File: src/rtl/play_ctrl.sv
// rtl/play_ctrl.sv - player control FSM: song index, play state, gapped start pulse
// Optional PLAY_CTRL_REPEAT_ONE_EN: song_done in PLAY replays the same song.
module play_ctrl #(
    parameter int NUM_SONGS = 4,
    parameter int IDX_W     = 2,
    parameter int GAP_CYC   = 1000,
    parameter int CNT_W     = 10
) (
    input  logic             clk,
    input  logic             rst_n,
    input  logic             play_p,
    input  logic             next_p,
    input  logic             prev_p,
    input  logic             stop_p,
    input  logic             song_done,
    output logic [IDX_W-1:0] song_idx,
    output logic [1:0]       state,
    output logic             playing,
    output logic             start_p
);

    localparam logic [1:0] S_STOP  = 2'd0;
    localparam logic [1:0] S_GAP   = 2'd1;
    localparam logic [1:0] S_PLAY  = 2'd2;
    localparam logic [1:0] S_PAUSE = 2'd3;

    localparam logic [IDX_W-1:0] LAST_IDX = IDX_W'(NUM_SONGS - 1);
    localparam logic [CNT_W-1:0] GAP_LOAD = CNT_W'(GAP_CYC);

    logic [CNT_W-1:0] cnt;
    logic [IDX_W-1:0] idx_next;
    logic [IDX_W-1:0] idx_prev;
    logic [IDX_W-1:0] idx_done;

    always_comb begin
        idx_next = (song_idx == LAST_IDX) ? '0 : song_idx + 1'b1;
        idx_prev = (song_idx == '0) ? LAST_IDX : song_idx - 1'b1;
`ifdef PLAY_CTRL_REPEAT_ONE_EN
        idx_done = song_idx;
`else
        idx_done = idx_next;
`endif
    end

    assign playing = (state == S_PLAY);

    // Each branch chain follows event priority: stop > next > prev > song_done > play.
    always_ff @(posedge clk or negedge rst_n) begin
        if (!rst_n) begin
            state    <= S_STOP;
            song_idx <= '0;
            cnt      <= '0;
            start_p  <= 1'b0;
        end else begin
            start_p <= 1'b0;
            case (state)
                S_STOP: begin
                    if (stop_p) begin
                        state <= S_STOP;
                    end else if (next_p) begin
                        song_idx <= idx_next;
                    end else if (prev_p) begin
                        song_idx <= idx_prev;
                    end else if (song_done) begin
                        state <= S_STOP;
                    end else if (play_p) begin
                        state <= S_GAP;
                        cnt   <= GAP_LOAD;
                    end
                end
                S_GAP: begin
                    if (stop_p) begin
                        state <= S_STOP;
                        cnt   <= '0;
                    end else if (next_p) begin
                        song_idx <= idx_next;
                        cnt      <= GAP_LOAD;
                    end else if (prev_p) begin
                        song_idx <= idx_prev;
                        cnt      <= GAP_LOAD;
                    end else if (cnt == CNT_W'(1)) begin
                        state   <= S_PLAY;
                        start_p <= 1'b1;
                        cnt     <= '0;
                    end else begin
                        cnt <= cnt - 1'b1;
                    end
                end
                S_PLAY: begin
                    if (stop_p) begin
                        state <= S_STOP;
                    end else if (next_p) begin
                        song_idx <= idx_next;
                        state    <= S_GAP;
                        cnt      <= GAP_LOAD;
                    end else if (prev_p) begin
                        song_idx <= idx_prev;
                        state    <= S_GAP;
                        cnt      <= GAP_LOAD;
                    end else if (song_done) begin
                        song_idx <= idx_done;
                        state    <= S_GAP;
                        cnt      <= GAP_LOAD;
                    end else if (play_p) begin
                        state <= S_PAUSE;
                    end
                end
                default: begin
                    if (stop_p) begin
                        state <= S_STOP;
                    end else if (next_p) begin
                        song_idx <= idx_next;
                        state    <= S_GAP;
                        cnt      <= GAP_LOAD;
                    end else if (prev_p) begin
                        song_idx <= idx_prev;
                        state    <= S_GAP;
                        cnt      <= GAP_LOAD;
                    end else if (song_done) begin
                        state <= S_PAUSE;
                    end else if (play_p) begin
                        state <= S_PLAY;
                    end
                end
            endcase
        end
    end

endmodule

File: config.mk
export PLATFORM = sky130hd
export DESIGN_NAME = play_ctrl
export DESIGN_NICKNAME = d
export VERILOG_FILES = /design/src/rtl/play_ctrl.sv
export SDC_FILE = /design/constraint.sdc
export NUM_CORES = 1
export LEC_CHECK = 0
export CAP_MARGIN = 20
export CORE_ASPECT_RATIO = 0.6
export CORE_MARGIN = 2
export CORE_UTILIZATION = 50
export DETAILED_ROUTE_END_ITERATION = 16
export GPL_TIMING_DRIVEN = 0
export PLACE_DENSITY_LB_ADDON = 0.12
export SYNTH_ARGS = -nofsm -noshare
export SYNTH_HDL_FRONTEND = slang
export SYNTH_SLANG_ARGS = --single-unit
export TNS_END_PERCENT = 20
File: constraint.sdc
create_clock -name clk -period 2.42 [get_ports clk]
set_input_delay 0.363 -clock clk [delete_from_list [all_inputs] [get_ports clk]]
set_output_delay 0.363 -clock clk [all_outputs]
set_load 0.005 [all_outputs]
Word-level counts from Yosys, hierarchy flattened:

Index checks and enable logic that the tools add are counted.

* bits in registers: 15
* input port bits: 7
* output and inout bits: 6
* word-level logic and storage cells: 88

* add/sub/neg operators: 3
* equality and inequality tests: 19
* mux-type cells: 52
* bitwise gates (word level): 1
* reductions and logical operators: 9

Operators by type and width (number)
* 10-bit 2-to-1 mux: 16
* 2-bit 2-to-1 mux: 29
* 10-bit case mux with 3 select lines: 1
* 3-bit inequality test (second input constant): 5
* 2-bit inequality test (second input constant): 6
* 10-bit by 1-bit == test with 1-bit output (second input constant): 1
* 10-bit by 1-bit subtractor with 10-bit output (second input constant): 1
* 9-bit AND reduction: 1
* 4-bit inequality test (second input constant): 2
* 8-bit AND reduction: 1
* 6-bit inequality test (second input constant): 1
* 2-bit case mux with 3 select lines: 1
* 3-bit nonzero test: 2
* 6-bit nonzero test: 1
* 1-bit 2-to-1 mux: 5
* 5-bit nonzero test: 1
* 2-bit == test (second input constant): 2
* 2-bit zero test: 2
* 3-bit AND reduction: 1
* 2-bit by 1-bit adder with 2-bit output (second input constant): 1
* 2-bit by 1-bit == test with 1-bit output (second input constant): 1
* 2-bit by 1-bit inequality test with 1-bit output (second input constant): 1
* 2-bit by 1-bit subtractor with 2-bit output (second input constant): 1
* 1-bit NOT: 1

Depth between registers and ports, before layout:

Gate-level depths: netlist (run 1).

* word-level depth: 7
* gate-level depth with buffers: 7
* gate-level depth less buffers: 6

Worst setup path after synthesis (run 1):

OpenSTA, ideal clock, no wires.

* kind: reg-to-reg
* start: reg cnt[1]
* end: reg state[0]
* library setup time: 0.127 ns
* arrival time: 1.812 ns
* required time: 2.293 ns
* path slack: 0.481 ns
* cell stages (with the launch flop): 8
* path buffers: 1
* period minus slack after synthesis: 1.939 ns
* cell sequence: dfrtp_1 > inv_1 > ha_1 > or3b_1 > clkbuf_1 > o41ai_2 > o31a_1 > mux2_1

* word-level cells in the longest chain between the ends: 3

Ends and longest elaborated chain
* from (decl): line 30 `logic [CNT_W-1:0] cnt;`
* from (signal assigned): line 86 `cnt <= cnt - 1'b1;`
* 10-bit by 1-bit == test with 1-bit output: line 81 `end else if (cnt == CNT_W'(1)) begin`
* 3-bit inequality test (no source line)
* 8-bit AND reduction (no source line)
* to (signal assigned): line 82 `state <= S_PLAY;`
* to (signal assigned): line 91 `state <= S_STOP;`
* to (signal assigned): line 94 `state <= S_GAP;`
* to (decl): line 17 `output logic [1:0] state,`

Every way passes these cells.
A chain may end at the register's enable or synchronous reset.

Final worst setup path (run 1):

* start: reg state[0]
* end: reg cnt[3]

* word-level cells in the longest chain between the ends: 3
* elaborated cells between the ends (all ways): 14

Ends and longest elaborated chain
* from (signal assigned): line 50 `state <= S_STOP;`
* from (signal assigned): line 59 `state <= S_STOP;`
* from (signal assigned): line 65 `state <= S_STOP;`
* 2-bit == test, or another cell as far along: line 56 `case (state)`
* 4-bit inequality test (no source line), or another cell as far along
* 9-bit AND reduction (no source line)

Parallel ways exist; a longest one is shown, timed or not.

==> reports/results.txt, run 1 <==
Outcome -> completed
Row Count -> 12
Synth cell types -> 42
Clock Skews -> 0.00206 ns
CTS Hold Bufs -> 0
Crit path launch type -> register
Final nets -> 146
Clock Sinks -> 15
Fmax -> 449 MHz
Clock buffer depth -> 2
Syn Inst Count -> 116
Post-synth EDFFs -> 0
Synth Flop Type -> dfrtp_1
Initial drt markers -> 53
CP endpoint kind -> register
Setup violations, final -> 0
Crit Path Max Fanout -> 8
Power Dens Cells -> 876 nW/um2
Total Power Consumption -> 1.11 mW
Worst ir drop on vdd -> 0.493 mV
Overflow after GRT -> 0
Post-cts sizing count -> 0
Async SR Flop Fraction -> 1.00
CTS tree -> done
Area grow syn2layout -> 16.7%
Vias per cell -> 6.09
DRC viols -> 0
CTS buffer count -> 3
CTS clk-pin slew, worst paths -> 0.09 ns
Layout cells sized above 1 -> 0.0758
Antenna cells -> 0
Global Route Usage Sum -> 0.216
Die X -> 64.1 um
Vias in the first global route -> 848
Synth Area per Inst -> 9.34 um2
TritonRoute pass-1 iters -> 4
DRT antenna net count -> 0
Initial antenna violation count -> 0
Routability cong. -> 0.810
# port buffers -> 12
Post-synthesis sequential area ratio -> 0.346
Largest net degree at the start of global routing -> 16
First-pass GRT wire length -> 4090 um
Core ar. -> 1950 um2
Wire per inst -> 15.3 um
Placement Setup Slack -> -0.0427 ns
Post-synthesis cell area -> 1080 um2
DIE AREA -> 2570 um2
Fin crit period -> 2.23 ns
Fin. max-slew vios -> 0
Vias -> 974
DP Wirelength -> 1860 um
Post-Route Setup TNS -> 0 ns
Slew at the pin closest to its max-slew limit -> 0.656 ns
RSZ-0062 raised after global routing -> false
HP Class -> in2async
Die Ht -> 40.1 um
Setup CP Type -> reg2reg
Root Driver -> clkbuf_4
Starting density of the core -> 0.555
Max-cap violation count -> 0
Final Hold Vio Count -> 0
Post-CTS Setup Repair Bufs -> 0
Final worst slack -> 0.192 ns
Final WL -> 2450 um
Clk_lat worst skew -> 0.28 ns
Net Count, Synth -> 129
Synth Register Bits -> 15
Leak Pwr -> 0.477 nW
Critical path arrival -> 2.36 ns
H-Tree Depth -> 1
Critical Path RT -> 2.55 ns
IO Count -> 13
Final worst-path cycle share -> 0.921
Slew headroom -> 0.561
Yosys warns -> 0
cell type report:
class                   instances  area, um2
repair buffers                 12        120
well taps                      28       35.0
flip-flops and latches         15        375
plain buffers                   7       30.0
inverters                       4       15.0
clock buffers                   4       26.3
fillers                       166        687
multi-input cells              90        663
worst max-delay path, cell delays in order (launching register included):
cell	delay [ns]
dfrtp_1	0.43
inv_1	0.09
ha_1	0.27
nor2b_1	0.16
o21ai_1	0.35
and3_1	0.21
clkbuf_1	0.34
a41oi_1	0.22
through the flow:
stage          instances  hold WS, ns  utilization  instance area (um2)
2_1_floorplan        116       0.0674            -                 1080
3_3_place_gp         156        0.456        0.635                 1240
3_5_place_dp         156        0.462        0.635                 1240
4_1_cts              160        0.478        0.648                 1260
5_1_grt              160        0.496        0.648                 1260
6_report             160        0.470        0.648                 1260
synthesized netlist by cell type (all sizes together) (2+ instances only):
library cell | number | area (um2)
ha | 6 | 75.1
a221oi | 2 | 17.5
nand2b | 5 | 31.3
o2111ai | 2 | 17.5
o211ai | 2 | 15.0
nor3 | 7 | 35.0
o311ai | 2 | 17.5
dfrtp | 15 | 375
a31oi | 6 | 37.5
o21ai | 7 | 35.0
mux2 | 2 | 22.5
nor2b | 3 | 18.8
nand4 | 3 | 18.8
or3 | 2 | 12.5
nand2 | 3 | 11.3
o41ai | 4 | 50.1
o2bb2ai | 2 | 17.5
clkbuf | 4 | 15.0
buf | 3 | 15.0
xor2 | 2 | 17.5
o22a | 5 | 43.8
and3 | 2 | 12.5
inv | 4 | 15.0
a21oi | 3 | 15.0
nor2 | 6 | 22.5
logic make-up after synthesis:
family          after synthesis  share of synthesized area
fa+ha+maj                     6                     0.0693
compound gates               40                      0.282
simple gates                 39                      0.215
xor+xnor                      2                     0.0162
buf+inv                      11                     0.0416
mux                           3                     0.0300
flops                        15                      0.346
cells in the final DEF (no fill, tap or decap), drive strengths merged, types with 5 or more instances in the layout:
master / n
dfrtp: 15
clkdlybuf4s50: 12
clkbuf: 8
nor3: 7
o21ai: 7
nor2: 6
a31oi: 6
ha: 6
nand2b: 5
o22a: 5
path summary, 6_finish.rpt:
check | from | end | slack [ns] | cells past startpoint
min in group clk | song_idx[1] | song_idx[1] | 0.47 | 1
worst min register to register | song_idx[1] | song_idx[1] | 0.47 | 1
worst min-delay path | rst_n | cnt[0] | 0.47 | 1
max in group asynchronous | rst_n | cnt[7] | 1.53 | 1
worst max-delay path | state[0] | cnt[3] | 0.19 | 7
worst max register to register | state[0] | cnt[3] | 0.19 | 7
flip-flops by register name (all words and copies together) (netlist names):
name      count
state         2
start_p       1
cnt          10
song_idx      2
layer usage:
metal	track usage	share of wire	up-vias
li1	-	-	485
met1	0.312	0.52	456
met2	0.328	0.41	31
met3	0.0618	0.067	2
met4	0.0319	0.0037	0
met5	0	0	-
power breakdown:
group | switching (mW) | internal (mW)
sequential | 0.0829 | 0.318
clock | 0.0806 | 0.0641
combinational | 0.288 | 0.275
No activity file was read; power rests on OpenSTA's default activity.
==> run 2: changes to the inputs <==
SLEW_MARGIN = 40   (was default)
==> results of run 2 <==
Final layout, timing and power as in run 1 (identical DEF).
